$ cat config.mk
export PLATFORM = sky130hd
export DESIGN_NAME = mmio_bridge
export DESIGN_NICKNAME = d
export VERILOG_FILES = /design/src/rtl/mmio_bridge.sv
export SDC_FILE = /design/constraint.sdc
export NUM_CORES = 1
export LEC_CHECK = 0
export ABC_AREA = 1
export BUFFER_PORTS_ARGS = -buffer_cell sky130_fd_sc_hd__buf_2
export CORE_ASPECT_RATIO = 1.2
export CORE_MARGIN = 5
export CORE_UTILIZATION = 55
export CTS_CLUSTER_DIAMETER = 200
export CTS_CLUSTER_SIZE = 20
export DETAILED_ROUTE_END_ITERATION = 8
export PLACE_DENSITY = 0.77
export SKIP_LAST_GASP = 1
export SYNTH_ARGS = -nofsm -noshare
export SYNTH_HDL_FRONTEND = slang
export SYNTH_SLANG_ARGS = --single-unit
$ cat constraint.sdc
create_clock -name clk_in -period 5.3 [get_ports clk_in]
set_clock_uncertainty 0.05 [all_clocks]
set_input_delay 0.795 -clock clk_in [delete_from_list [all_inputs] [get_ports clk_in]]
set_output_delay 0.795 -clock clk_in [all_outputs]
set_load 0.01 [all_outputs]
$ cat src/rtl/mmio_bridge.sv
// mmio_bridge: routes CPU accesses to RAM or I/O (UART TX FIFO, RX pop, cycle counter, stop flag)
module mmio_bridge #(
    parameter int TX_DEPTH_LOG2 = 3,
    parameter int RAM_ADDR_W    = 17
) (
    input  logic                  clk_in,
    input  logic                  rst_in,
    input  logic [31:0]           cpu_a,
    input  logic [7:0]            cpu_dout,
    input  logic                  cpu_wr,
    output logic [7:0]            cpu_din,
    output logic                  cpu_rdy,
    output logic [RAM_ADDR_W-1:0] ram_a,
    output logic [7:0]            ram_dout,
    output logic                  ram_we,
    input  logic [7:0]            ram_din,
    output logic [7:0]            tx_data,
    output logic                  tx_valid,
    input  logic                  tx_ready,
    input  logic                  tx_busy,
    input  logic [7:0]            rx_data,
    input  logic                  rx_valid,
    output logic                  rx_pop,
    output logic                  program_stop
);
    localparam int DEPTH = 1 << TX_DEPTH_LOG2;
    localparam int PW    = TX_DEPTH_LOG2 + 1;

    typedef enum logic [2:0] {
        SRC_ZERO, SRC_RAM, SRC_RX, SRC_CNT0, SRC_CNT1, SRC_CNT2, SRC_CNT3
    } src_e;

    logic          cpu_rdy_q, cpu_rdy_d;
    logic [PW-1:0] wptr_q, wptr_d, rptr_q, rptr_d, tx_count, tx_free;
    logic [7:0]    mem_q [DEPTH];
    logic [7:0]    mem_d [DEPTH];
    logic [31:0]   cnt_q, cnt_d, snap_q, snap_d;
    logic [7:0]    rx_byte_q, rx_byte_d;
    src_e          sel_q, sel_d;
    logic          stop_pending_q, stop_pending_d, stop_q, stop_d;
    logic          acc_rd, acc_wr, hit_data, hit_ctrl, hit_cnt;
    logic          tx_full, tx_empty, tx_push_req, tx_push, tx_pop;
    logic [7:0]    push_byte;
    logic          unused_hi;

    assign unused_hi    = ^cpu_a[31:18];
    assign ram_a        = cpu_a[RAM_ADDR_W-1:0];
    assign ram_dout     = cpu_dout;
    assign ram_we       = cpu_wr & ~cpu_a[17];
    assign tx_data      = mem_q[rptr_q[TX_DEPTH_LOG2-1:0]];
    assign tx_valid     = ~tx_empty;
    assign cpu_rdy      = cpu_rdy_q;
    assign program_stop = stop_q;
    assign rx_pop       = rst_in & acc_rd & hit_data & rx_valid;

    // Address decode and FIFO status; the bus is only honoured while cpu_rdy is high
    always_comb begin
        hit_data    = cpu_a[17:0] == 18'h30000;
        hit_ctrl    = cpu_a[17:0] == 18'h30004;
        hit_cnt     = cpu_a[17:2] == 16'hC001;
        acc_rd      = cpu_rdy_q & ~cpu_wr;
        acc_wr      = cpu_rdy_q & cpu_wr;
        tx_count    = wptr_q - rptr_q;
        tx_free     = PW'(DEPTH) - tx_count;
        tx_empty    = wptr_q == rptr_q;
        tx_full     = (wptr_q[PW-1] != rptr_q[PW-1]) && (wptr_q[PW-2:0] == rptr_q[PW-2:0]);
        tx_push_req = acc_wr & (hit_ctrl | (hit_data & (cpu_dout != 8'h00)));
        tx_push     = tx_push_req & ~tx_full;
        tx_pop      = tx_valid & tx_ready;
        push_byte   = hit_ctrl ? 8'h00 : cpu_dout;
    end

    // Next-state: FIFO, throttle, counter/snapshot, read source and stop tracking
    always_comb begin
        mem_d = mem_q;
        if (tx_push) mem_d[wptr_q[TX_DEPTH_LOG2-1:0]] = push_byte;
        wptr_d         = wptr_q + PW'(tx_push);
        rptr_d         = rptr_q + PW'(tx_pop);
        cpu_rdy_d      = tx_free >= PW'(3);
        cnt_d          = cnt_q + 32'd1;
        snap_d         = (acc_rd & hit_ctrl) ? cnt_q : snap_q;
        rx_byte_d      = rx_pop ? rx_data : (acc_rd & hit_data) ? 8'h00 : rx_byte_q;
        sel_d          = !acc_rd ? SRC_ZERO :
                         !cpu_a[17] ? SRC_RAM :
                         hit_data ? SRC_RX :
                         !hit_cnt ? SRC_ZERO :
                         cpu_a[1:0] == 2'd0 ? SRC_CNT0 :
                         cpu_a[1:0] == 2'd1 ? SRC_CNT1 :
                         cpu_a[1:0] == 2'd2 ? SRC_CNT2 : SRC_CNT3;
        stop_pending_d = stop_pending_q | (acc_wr & hit_ctrl);
        stop_d         = stop_q | (stop_pending_q & tx_empty & ~tx_busy & ~tx_valid);
    end

    // Read data mux for the access captured on the previous edge
    always_comb begin
        cpu_din = sel_q == SRC_RAM  ? ram_din :
                  sel_q == SRC_RX   ? rx_byte_q :
                  sel_q == SRC_CNT0 ? snap_q[7:0] :
                  sel_q == SRC_CNT1 ? snap_q[15:8] :
                  sel_q == SRC_CNT2 ? snap_q[23:16] :
                  sel_q == SRC_CNT3 ? snap_q[31:24] : 8'h00;
    end

    // State registers with synchronous active-low reset
    always_ff @(posedge clk_in) begin
        if (!rst_in) begin
            mem_q          <= '{default: 8'h00};
            wptr_q         <= '0;
            rptr_q         <= '0;
            cpu_rdy_q      <= 1'b1;
            cnt_q          <= '0;
            snap_q         <= '0;
            rx_byte_q      <= '0;
            sel_q          <= SRC_ZERO;
            stop_pending_q <= 1'b0;
            stop_q         <= 1'b0;
        end else begin
            mem_q          <= mem_d;
            wptr_q         <= wptr_d;
            rptr_q         <= rptr_d;
            cpu_rdy_q      <= cpu_rdy_d;
            cnt_q          <= cnt_d;
            snap_q         <= snap_d;
            rx_byte_q      <= rx_byte_d;
            sel_q          <= sel_d;
            stop_pending_q <= stop_pending_d;
            stop_q         <= stop_d;
        end
    end
endmodule

# Word level (Yosys, flattened, before mapping)
# Index checks and enable logic that the tools add are counted.
[word_totals] wordCells=100 input_bits=62 regBits=150 output_inout_bits=46
[classes] n_mux=21 n_lt_le_gt_ge=4 eq_ne=14 bitwise_logic=29 reduce_logical=8 addsub=5
[ops] operator="$mux W8" n=12
[ops] operator="$bwmux W64" n=1
[ops] operator="$eq A18 B18 Y1 const B" n=2
[ops] operator="$add A32 B1 Y32 const B" n=1
[ops] operator="$bmux W8 S3" n=1
[ops] operator="$demux W8 S3" n=1
[ops] operator="$and A1 B1 Y1" n=16
[ops] operator="$eq A16 B16 Y1 const B" n=1
[ops] operator="$mux W2" n=5
[ops] operator="$eq A3 B3 Y1 const B" n=3
[ops] operator="$add A4 B1 Y4" n=2
[ops] operator="$ge A4 B4 Y1 const B" n=2
[ops] operator="$not A1 Y1" n=8
[ops] operator="$not A3 Y4" n=2
[ops] operator="$reduce_bool A8 Y1" n=1
[ops] operator="$eq A3 B2 Y1 const B" n=2
[ops] operator="$reduce_or A6 Y1" n=1
[ops] operator="$eq A4 B4 Y1" n=1
[ops] operator="$ge A4 B2 Y1 const B" n=1
[ops] operator="$lt A4 B1 Y1 const B" n=1
[ops] operator="$sub A4 B4 Y4" n=1
[ops] operator="$sub A4 B4 Y4 const A" n=1
[ops] operator="$eq A3 B1 Y1 const B" n=1
[ops] operator="$eq A3 B3 Y1" n=1
[ops] operator="other kinds (10)" n=13

# Logic depth before layout (Yosys ltp)
[logic_depth] depth_word=7 mapped_depth=12 ltp_nobuf=10

# Worst setup path before layout
# Ideal clock, no wire load.
[synth_timing] path_kind="input-to-output" from="input port cpu_a[0]" to="output port rx_pop" t_required_ns=4.455 slack_ns=2.691 path_buffers=0 arrival_time_ns=1.764 cell_stages=6 cell_sequence="inv_1 -> ha_1 -> nand2_1 -> nor2_1 -> nand3_1 -> nor2_1"
[synth_via] elab_chain_cells=3
[synth_rtl] item="from (decl)" line="8" rtl="input logic [31:0] cpu_a,"
[synth_rtl] item="$eq A18 B18 Y1" line="58" rtl="hit_data = cpu_a[17:0] == 18'h30000;"
[synth_rtl] item="$and A1 B1 Y1 (2 in a row)" line="54" rtl="assign rx_pop = rst_in & acc_rd & hit_data & rx_valid;"
[synth_rtl] item="to (decl)" line="23" rtl="output logic rx_pop,"
# No other way between the ends.

# Worst setup path after layout
[layout_timing] from="register rptr_q[1]" to="output port tx_data[5]"
[layout_via] elab_chain_cells=4
[layout_rtl] item="from (decl)" line="34" rtl="logic [PW-1:0] wptr_q, wptr_d, rptr_q, rptr_d, tx_count, tx_free;"
[layout_rtl] item="from (signal assigned)" line="120" rtl="rptr_q <= rptr_d;"
[layout_rtl] item="$not A3 Y4 (implied by the code)" line="50" rtl="assign tx_data = mem_q[rptr_q[TX_DEPTH_LOG2-1:0]];"
[layout_rtl] item="$bmux W8 S3" line="50"
[layout_rtl] item="$mux W8 (implied by the code) (2 in a row)" line="50"
[layout_rtl] item="to (decl)" line="17" rtl="output logic [7:0] tx_data,"
# No other way between the ends. The select of a mux whose other input is x is not followed.

==> flow_summary.ini <==
[drt]
vias = 7725
detail-route-antenna-nets = 0
drt-wirelength-per-cell_microns = 14.56
drt_iter0_markers = 815
via_per_inst = 5.376
dr.pass1.iters = 5
wl_mm = 20.92
drc = 0

[cells_and_area]
multiInputGateArea_sq_um = 3805
final_cells = 1437
drive_above_1_share_pct = 11.89
regArea_sq_um = 3003
fill_cells = 1346
design_area_sq_um = 8909
antenna_cells = 0
areaGrowthSynthToFinish_pct = 11.01
fin_nets = 1324
postLayoutCoreUtil_pct = 62.06

[logic_synthesis]
synth.distinct_cells = 39
ys_ff_latch = 150
synthesis.nets = 1281
synth_commonest_cells = 260 x nand2_1, 196 x inv_1, 150 x dfxtp_1
synth_area_sq_um = 8025
synthCells = 1207
synth_edf_count = 0
seq_area_frac_synth_pct = 37.42
synth_most_common_cell = nand2_1
ys_top_cells_by_area = dfxtp_1 37%, nand2_1 12%, inv_1 9.2%
avgSynthCellArea_sq_um = 6.649
synth_async_sr_flop_share_pct = 0
ys_warn_count = 0
synth_ff_type = dfxtp_1
yosys.area.top_type = dfxtp_1
synth_top_cell_area_share_pct = 37.42

[hold_path]
min_to = rx_byte_q[1]$_SDFFE_PN0P_
holdPathStages = 2
hold_path.class = reg -> reg
hold_start = rx_byte_q[1]$_SDFFE_PN0P_

[worst_setup_path]
rr_endpoint = mem_q[0]$_SDFFE_PN0P_
r2r_cells = 9
path_max_fanout = 24
cp-start-kind = flip-flop
worstPathRequired_ps = 4450
cp.arrival_ps = 2470
crit_start = rptr_q[1]$_SDFF_PN0_
criticalPathCategory = reg -> out
reg2reg_from = wptr_q[2]$_SDFF_PN0_
cp-end-kind = output port
rrSetupSlack_ps = 2140

[placed_design]
numPortBuffers = 93
place_ws_ps = 2169
gp_congestion = 0.9474
dpl.hpwl_mm = 14.31
placed_cells_incl_taps = 1406
placed_cell_area_sq_um = 8309

[sta]
finalCritPeriodShare_pct = 62.64
fin_crit_ps = 3320
slew_headroom_pct = 33.21
finalSetupViolCount = 0
rsz0062_at_grt = false
tns_ps = 0
worst_hold_slack_ps = 412.7
tightest_slew_ps = 1002
timing_hold_violations_final = 0
finalMaxSlewViolations = 0
fin_ws_ps = 1980
max_freq_mhz = 301.2

[cts]
clkLatencyLatePin_ps = 430
cts-root-buf = clkbuf_16
clockBufferDepth = 2
cts_buffers = 17
clk_pin_slew_ps = 60
clock_sinks = 150
cts_resized = 0
postCtsSetupBuffers = 0
cts_tree = yes
cts.htree.levels = 4
postCtsHoldBufs = 0

[floorplan]
core_area_sq_um = 14350
start_util_pct = 55.91
ios = 108
die_h_microns = 142.3
die_area_sq_um = 17120
die_w_microns = 120.3
row_count = 48

[global_route]
grt_max_degree = 103
first_global_vias = 7040
antenna_found_initial = 0
track_usage_pct = 24.45
grt_overflow = 0
grt_pass1_wl_mm = 33.82

[power]
cellLeakagePower_nw = 3.819
ir_drop_mv = 0.2534
powerDensity_nw_per_um2 = 278.7
power_mw = 2.483

[run]
drv_cap = 0

[outcome]
outcome = finished clean
[flip-flops by register name, summed over array words and instances, names as in the netlist]
signal,flops
program_stop,1
rx_byte_q,8
cnt_q,32
rptr_q,4
cpu_rdy,1
mem_q,64
wptr_q,4
sel_q,3
stop_pending_q,1
snap_q,32
[cell type report]
cell class | count | area share, %
multi-input cells | 781 | 42.71
repair buffers | 103 | 6.096
clock buffers | 22 | 5.323
inverters | 197 | 8.301
well taps | 175 | 2.458
clock inverters | 9 | 1.404
flip-flops and latches | 150 | 33.71
[metal layers]
| metal | up-vias | routed length, microns | global-route usage (%) |
|---|---|---|---|
| met4 | 0 | 811 | 11.75 |
| met5 | - | 0 | 0 |
| met3 | 50 | 800 | 4.175 |
| li1 | 3943 | - | - |
| met1 | 3542 | 8743 | 28.69 |
| met2 | 190 | 10560 | 43.37 |
[placed cells by master (no fill, tap or decap), types with 3 or more instances in the layout]
| cell type | synthesis | routed |
|---|---|---|
| xor2_1 | 6 | 6 |
| nand2_1 | 260 | 260 |
| nand3_1 | 49 | 49 |
| nand4_1 | 72 | 72 |
| clkbuf_16 | 0 | 17 |
| a31oi_1 | 16 | 16 |
| ha_1 | 11 | 11 |
| a21oi_1 | 91 | 91 |
| buf_4 | 33 | 11 |
| nor3_2 | 6 | 6 |
| buf_2 | 4 | 92 |
| inv_1 | 196 | 196 |
| nor4_1 | 3 | 3 |
| and3_1 | 3 | 3 |
| a221oi_1 | 8 | 8 |
| nor3_1 | 25 | 25 |
| o21ai_0 | 68 | 68 |
| nor2_1 | 137 | 137 |
| bufinv_16 | 0 | 3 |
| clkbuf_8 | 0 | 3 |
| dfxtp_1 | 150 | 150 |
| xnor2_1 | 6 | 6 |
| clkinv_2 | 0 | 4 |
[worst max-delay path, cell delays in order (launching register included)]
cell and delay [ps]:
dfxtp_1 630, inv_1 500, a221oi_1 610, a31oi_1 110
buf_2 190
[logic make-up after synthesis]
| group | Yosys count | synth area share [%] |
|---|---|---|
| adder cells (fa/ha/maj) | 12 | 1.964 |
| AO/OA/AOI/OAI | 190 | 12.80 |
| AND/OR/NAND/NOR | 567 | 31.34 |
| buffers and inverters | 276 | 15.17 |
| XOR/XNOR | 12 | 1.310 |
| flip-flops | 150 | 37.42 |
[worst max-delay path by stage]
stage	endpoint	slack [ps]	depth (start not counted)
after floorplan	rx_pop	2690	6
after global placement	rx_pop	2170	8
after detailed placement	rx_pop	2170	8
after CTS	tx_data[5]	2010	4
after global routing	tx_data[5]	1910	4
final	tx_data[5]	1980	4
[report_power, final]
group          switching (mW)  internal, mW
logic                  0.0763        0.0382
registers             0.00197          1.13
clock network           0.465         0.771
total                   0.543          1.94
Power figures use the tool's default switching activity.
